## src/rtl/apu_irq_ctrl_regs.vh

```
// apu_irq_ctrl_regs: register byte offsets, shared with the APU firmware header
`ifndef APU_IRQ_CTRL_REGS_VH
`define APU_IRQ_CTRL_REGS_VH
localparam logic [4:0] IRQ_ENABLE  = 5'h00;
localparam logic [4:0] IRQ_EDGE    = 5'h04;
localparam logic [4:0] IRQ_PENDING = 5'h08;
localparam logic [4:0] IRQ_FORCE   = 5'h0C;
localparam logic [4:0] IRQ_ACTIVE  = 5'h10;
`endif

```

## src/rtl/apu_irq_ctrl_pkg.sv

```systemverilog
// apu_irq_ctrl_pkg: register offsets and word-select codes for the APU interrupt controller
package apu_irq_ctrl_pkg;
    `include "apu_irq_ctrl_regs.vh"
    typedef enum logic [2:0] {
        SEL_ENABLE  = IRQ_ENABLE[4:2],
        SEL_EDGE    = IRQ_EDGE[4:2],
        SEL_PENDING = IRQ_PENDING[4:2],
        SEL_FORCE   = IRQ_FORCE[4:2],
        SEL_ACTIVE  = IRQ_ACTIVE[4:2]
    } reg_sel_e;
endpackage

```

## src/rtl/apu_irq_prio.sv

```systemverilog
// apu_irq_prio: lowest-set-bit encoder, bit 0 has highest priority
module apu_irq_prio #(
    parameter int N = 8,
    parameter int W = 4
) (
    input  logic [N-1:0] req,
    output logic         valid,
    output logic [W-1:0] num
);
    always_comb begin
        valid = |req;
        num = '0;
        for (int i = N - 1; i >= 0; i--)
            if (req[i]) num = W'(i);
    end
endmodule

```

## src/rtl/apu_irq_ctrl.sv

```systemverilog
// apu_irq_ctrl: aggregates APU peripheral IRQ lines into one request plus source number
module apu_irq_ctrl
    import apu_irq_ctrl_pkg::*;
#(
    parameter int N_IRQ = 8,
    parameter int W_NUM = 4
) (
    input  logic             clk,
    input  logic             rst,
    input  logic [15:0]      ahbls_haddr,
    input  logic [1:0]       ahbls_htrans,
    input  logic             ahbls_hwrite,
    input  logic [2:0]       ahbls_hsize,
    input  logic             ahbls_hready,
    output logic             ahbls_hready_resp,
    input  logic [31:0]      ahbls_hwdata,
    output logic [31:0]      ahbls_hrdata,
    output logic             ahbls_hresp,
    input  logic [N_IRQ-1:0] irq_src,
    output logic             irq,
    output logic [W_NUM-1:0] irq_num
);
    logic             dph_vld, dph_wr, wr, prio_vld, unused_ok;
    logic [2:0]       dph_sel;
    logic [N_IRQ-1:0] enable, edge_en, frc, latch, src_q, wdat, w1c, edge_nxt, pend, act;
    logic [W_NUM-1:0] prio_num;
    assign ahbls_hready_resp = 1'b1;
    assign ahbls_hresp = 1'b0;
    assign unused_ok = ^{ahbls_hsize, ahbls_haddr[15:5], ahbls_haddr[1:0], ahbls_htrans[0],
                         ahbls_hwdata[31:N_IRQ]};
    assign wr = dph_vld & dph_wr & ahbls_hready;
    assign wdat = ahbls_hwdata[N_IRQ-1:0];
    assign w1c = (wr && dph_sel == SEL_PENDING) ? wdat : '0;
    assign edge_nxt = (wr && dph_sel == SEL_EDGE) ? wdat : edge_en;
    assign pend = (edge_en & latch) | (~edge_en & irq_src) | frc;
    assign act = pend & enable;
    assign ahbls_hrdata = !dph_vld                ? 32'h0 :
                          dph_sel == SEL_ENABLE  ? 32'(enable) :
                          dph_sel == SEL_EDGE    ? 32'(edge_en) :
                          dph_sel == SEL_PENDING ? 32'(pend) :
                          dph_sel == SEL_FORCE   ? 32'(frc) :
                          dph_sel == SEL_ACTIVE  ? {irq, {(31-W_NUM){1'b0}}, irq_num} : 32'h0;
    apu_irq_prio #(.N(N_IRQ), .W(W_NUM)) u_prio (.req(act), .valid(prio_vld), .num(prio_num));
    always_ff @(posedge clk) begin
        if (rst) begin
            dph_vld <= 1'b0;
            dph_wr <= 1'b0;
            dph_sel <= '0;
            enable <= '0;
            edge_en <= '0;
            frc <= '0;
            latch <= '0;
            src_q <= '0;
            irq <= 1'b0;
            irq_num <= '0;
        end else begin
            if (ahbls_hready) begin
                dph_vld <= ahbls_htrans[1];
                dph_wr <= ahbls_hwrite;
                dph_sel <= ahbls_haddr[4:2];
            end
            if (wr && dph_sel == SEL_ENABLE) enable <= wdat;
            if (wr && dph_sel == SEL_FORCE) frc <= wdat;
            edge_en <= edge_nxt;
            // a new rise beats a simultaneous W1C; dropping EDGE discards the latch
            latch <= edge_nxt & ((latch & ~w1c) | (irq_src & ~src_q & edge_en));
            src_q <= irq_src;
            irq <= prio_vld;
            irq_num <= prio_num;
        end
    end
endmodule

```

## config.mk

```make
export PLATFORM = sky130hd
export DESIGN_NAME = apu_irq_ctrl
export DESIGN_NICKNAME = d
export VERILOG_FILES = /design/src/rtl/apu_irq_ctrl_pkg.sv /design/src/rtl/apu_irq_prio.sv /design/src/rtl/apu_irq_ctrl.sv
export VERILOG_INCLUDE_DIRS = /design/src /design/src/rtl
export SDC_FILE = /design/constraint.sdc
export NUM_CORES = 1
export LEC_CHECK = 0
export BUFFER_PORTS_ARGS = -buffer_cell sky130_fd_sc_hd__buf_2
export CAP_MARGIN = 20
export CORE_ASPECT_RATIO = 1.25
export CORE_MARGIN = 5
export CORE_UTILIZATION = 35
export CTS_CLUSTER_SIZE = 16
export DETAILED_ROUTE_END_ITERATION = 10
export GPL_TIMING_DRIVEN = 1
export PLACE_DENSITY_LB_ADDON = 0.1
export SLEW_MARGIN = 10
export SYNTH_ARGS = -nofsm -noshare
export SYNTH_HDL_FRONTEND = slang
export SYNTH_HIERARCHICAL = 1
export SYNTH_SLANG_ARGS = --single-unit
```

## constraint.sdc

```tcl
create_clock -name clk -period 2.6 [get_ports clk]
set_input_delay 0.26 -clock clk [delete_from_list [all_inputs] [get_ports clk]]
set_output_delay 0.26 -clock clk [all_outputs]
set_load 0.03 [all_outputs]
```

==> impl_metrics.json <==
{
  "cp.required_ps": 2340,
  "pwr_density_cell_nw_per_um2": 486.8,
  "grt_usage_pct": 14.95,
  "diodes": 0,
  "rows": 36,
  "crit_chain": "mux2i_1, a211o_1, o22ai_1, buf_2",
  "cpPeakStageDelay_ps": 930,
  "power.switching_uw": 411.1,
  "p_sw_share_pct": 28.75,
  "die_y_um": 109.0,
  "htreeDepth": 2,
  "p_total_mw": 1.430,
  "final_area_um2": 2938,
  "die_w_um": 89.16,
  "slowest_stage": "dfxtp_1",
  "crit_type": "flop to output pin",
  "r2r-end": "latch[7]",
  "io_pins": 104,
  "ys.warnings.count": 6,
  "cap_violations": 0,
  "drc": 0,
  "synth_edf_count": 0,
  "avgViaCountPerCell": 5.165,
  "synth.avg_cell_area_um2": 8.540,
  "syn-cell-area_um2": 2741,
  "hpwl_um": 5050,
  "hold_viol": 0,
  "power_frac_comb_pct": 12.8,
  "finalClockSkew_ps": 8.255,
  "worstSkewPairLatency_ps": 300,
  "endpoint": "ahbls_hrdata[2]",
  "grt_pass1_vias": 2136,
  "worst-endpoint-arrival_ps": 2160,
  "layout_commonest_cell": "dfxtp_1",
  "status": "finished clean",
  "cp-end-kind": "output pin",
  "seqPwrFrac_pct": 55.9,
  "reg2reg_slack_ps": 640,
  "ys_types": 40,
  "worstMarginPinSlew_ps": 912.9,
  "cts_buffers": 5,
  "clk_pin_slew_ps": 100,
  "rsz0062_at_grt": "false",
  "r2r_start": "dph_sel[0]",
  "cts_setup_buffers": 0,
  "drt-initial-drc-count": 165,
  "synth_top_area_share_pct": 36.51,
  "intPower_mw": 1.019,
  "io_buffer_count": 37,
  "yosys-top-cells-area": "dfxtp_1, buf_4, o21ai_0, nor2b_1, mux2i_1",
  "clkPwrFrac_pct": 31.3,
  "hp-class": "primary input to flop",
  "fin_ws_ps": 183.9,
  "path_depth": 4,
  "dieArea_um2": 9714,
  "syn_to_final_growth_pct": 7.166,
  "dr.pass1.iters": 4,
  "wl_per_cell_um": 15.96,
  "grt_pass1_wl_um": 11240,
  "grt_max_degree": 43,
  "yosysTopAreaCell": "dfxtp_1",
  "num-nets-final": 412,
  "async_flop_share_pct": 0,
  "ys_ff_latch": 50,
  "max_freq_mhz": 413.9,
  "post-route-period-util_pct": 92.93,
  "overflow": 0,
  "routabilityCongestion": 0.7596,
  "clock_path_buffers": 2,
  "p_leak_nw": 1.097,
  "cts_root_buf": "clkbuf_8",
  "vias": 2283,
  "max-vdd-ir-drop_mv": 0.2310,
  "start_util_pct": 35.59,
  "setup_violations": 0,
  "nFillCells": 813,
  "slew_violations": 0,
  "reg2reg_depth": 3,
  "crit_path_start": "dph_sel[1]",
  "ys_seq_area_share_pct": 36.51,
  "tritoncts": "built",
  "pre_cts_ws_ps": 512.5,
  "maxSlewHeadroom_pct": 39.06,
  "ctsResizeCount": 0,
  "finalCriticalPeriod_ps": 2416,
  "place_inst": 435,
  "cp_max_fo": 23,
  "layout-drive-gt1-share_pct": 17.87,
  "timing.hold.ws_ps": 187.4,
  "postCtsHoldBufs": 0,
  "core_area_um2": 7702,
  "critPathBufInv": 1,
  "synth_top_flop_cell": "dfxtp_1",
  "crit_family": "flip-flops",
  "worstSetupStartpointType": "flop",
  "synthCells": 321,
  "fin_tns_setup_ps": 0,
  "final_core_util_pct": 38.14,
  "wl_um": 7055,
  "mostFrequentLayoutCells": "dfxtp_1, o21ai_0, buf_2, nor2b_1, conb_1",
  "grt_antenna_before_repair": 0,
  "ant_nets": 0,
  "cts_num_sinks": 50,
  "placed_area_um2": 2854,
  "fin_cells": 442
}
## power by group through the flow
stage / Sequential, mW / Clock (mW) / Combinational (mW)
after floorplan: 0.803 / 0 / 0.170
after global placement: 0.817 / 0 / 0.183
after detailed placement: 0.817 / 0 / 0.183
after CTS: 0.800 / 0.472 / 0.183
after global routing: 0.803 / 0.510 / 0.199
final: 0.799 / 0.448 / 0.183
## cell families after synthesis
family | after synthesis | synth area share [%]
compound gates | 89 | 19.40
buf+inv | 51 | 12.32
flops | 50 | 36.51
mux | 20 | 7.622
other cells | 3 | 0.4107
simple gates | 108 | 23.73
## state kept, by name, indices dropped and copies added (netlist names), 3 cells and up
signal,cells
edge_en,8
dph_sel,3
frc,8
irq_num,4
latch,8
enable,8
src_q,8
## worst register-to-register path: cells and delay by family (launching register included)
kind / cells / cell delay, ps
flops: 1 / 870
simple gates: 2 / 820
compound gates: 1 / 210
## final cells by class
type                            count  area [um2]  area share [%]
Timing Repair Buffer               43       230.2           7.836
Clock inverter                      2       15.01          0.5111
Multi-Input combinational cell    243        1489           50.68
Clock buffer                        5       68.82           2.342
Tap cell                           95       118.9           4.046
Sequential cell                    50        1001           34.07
Inverter                            4       15.01          0.5111
## cells in the mapped netlist, types with 2 or more instances
library cell	n
a211o_1	4
a21boi_0	4
a21oi_1	17
a31oi_1	3
a32oi_1	8
buf_2	3
buf_4	29
buf_6	2
clkbuf_1	10
clkbuf_2	2
conb_1	3
dfxtp_1	50
inv_1	4
mux2_2	7
mux2i_1	13
nand2_1	10
nand2b_1	11
nand3_1	18
nand3b_1	8
nand4b_1	9
nor2_1	9
nor2b_1	26
nor3_1	4
nor3b_1	4
o21a_1	4
o21ai_0	40
o22ai_1	4
or2_2	3
## worst min-delay path by stage
stage / cells past startpoint / endpoint / startpoint
floorplan: 1 / src_q[0] / irq_src[0]
global placement: 2 / frc[4] / frc[4]
detailed placement: 2 / frc[4] / frc[4]
CTS: 3 / dph_vld / ahbls_htrans[1]
global route: 2 / src_q[2] / irq_src[2]
finish: 2 / src_q[2] / irq_src[2]
## per-layer routing
metal  track usage [%]  routed length, um  up-vias
met1             21.62               3368     1069
met3             2.570                400        6
met4             3.830                 72        0
met5                 0                  0        -
met2             22.87               3212       65
li1                  -                  -     1143
Power figures use the tool's default switching activity.
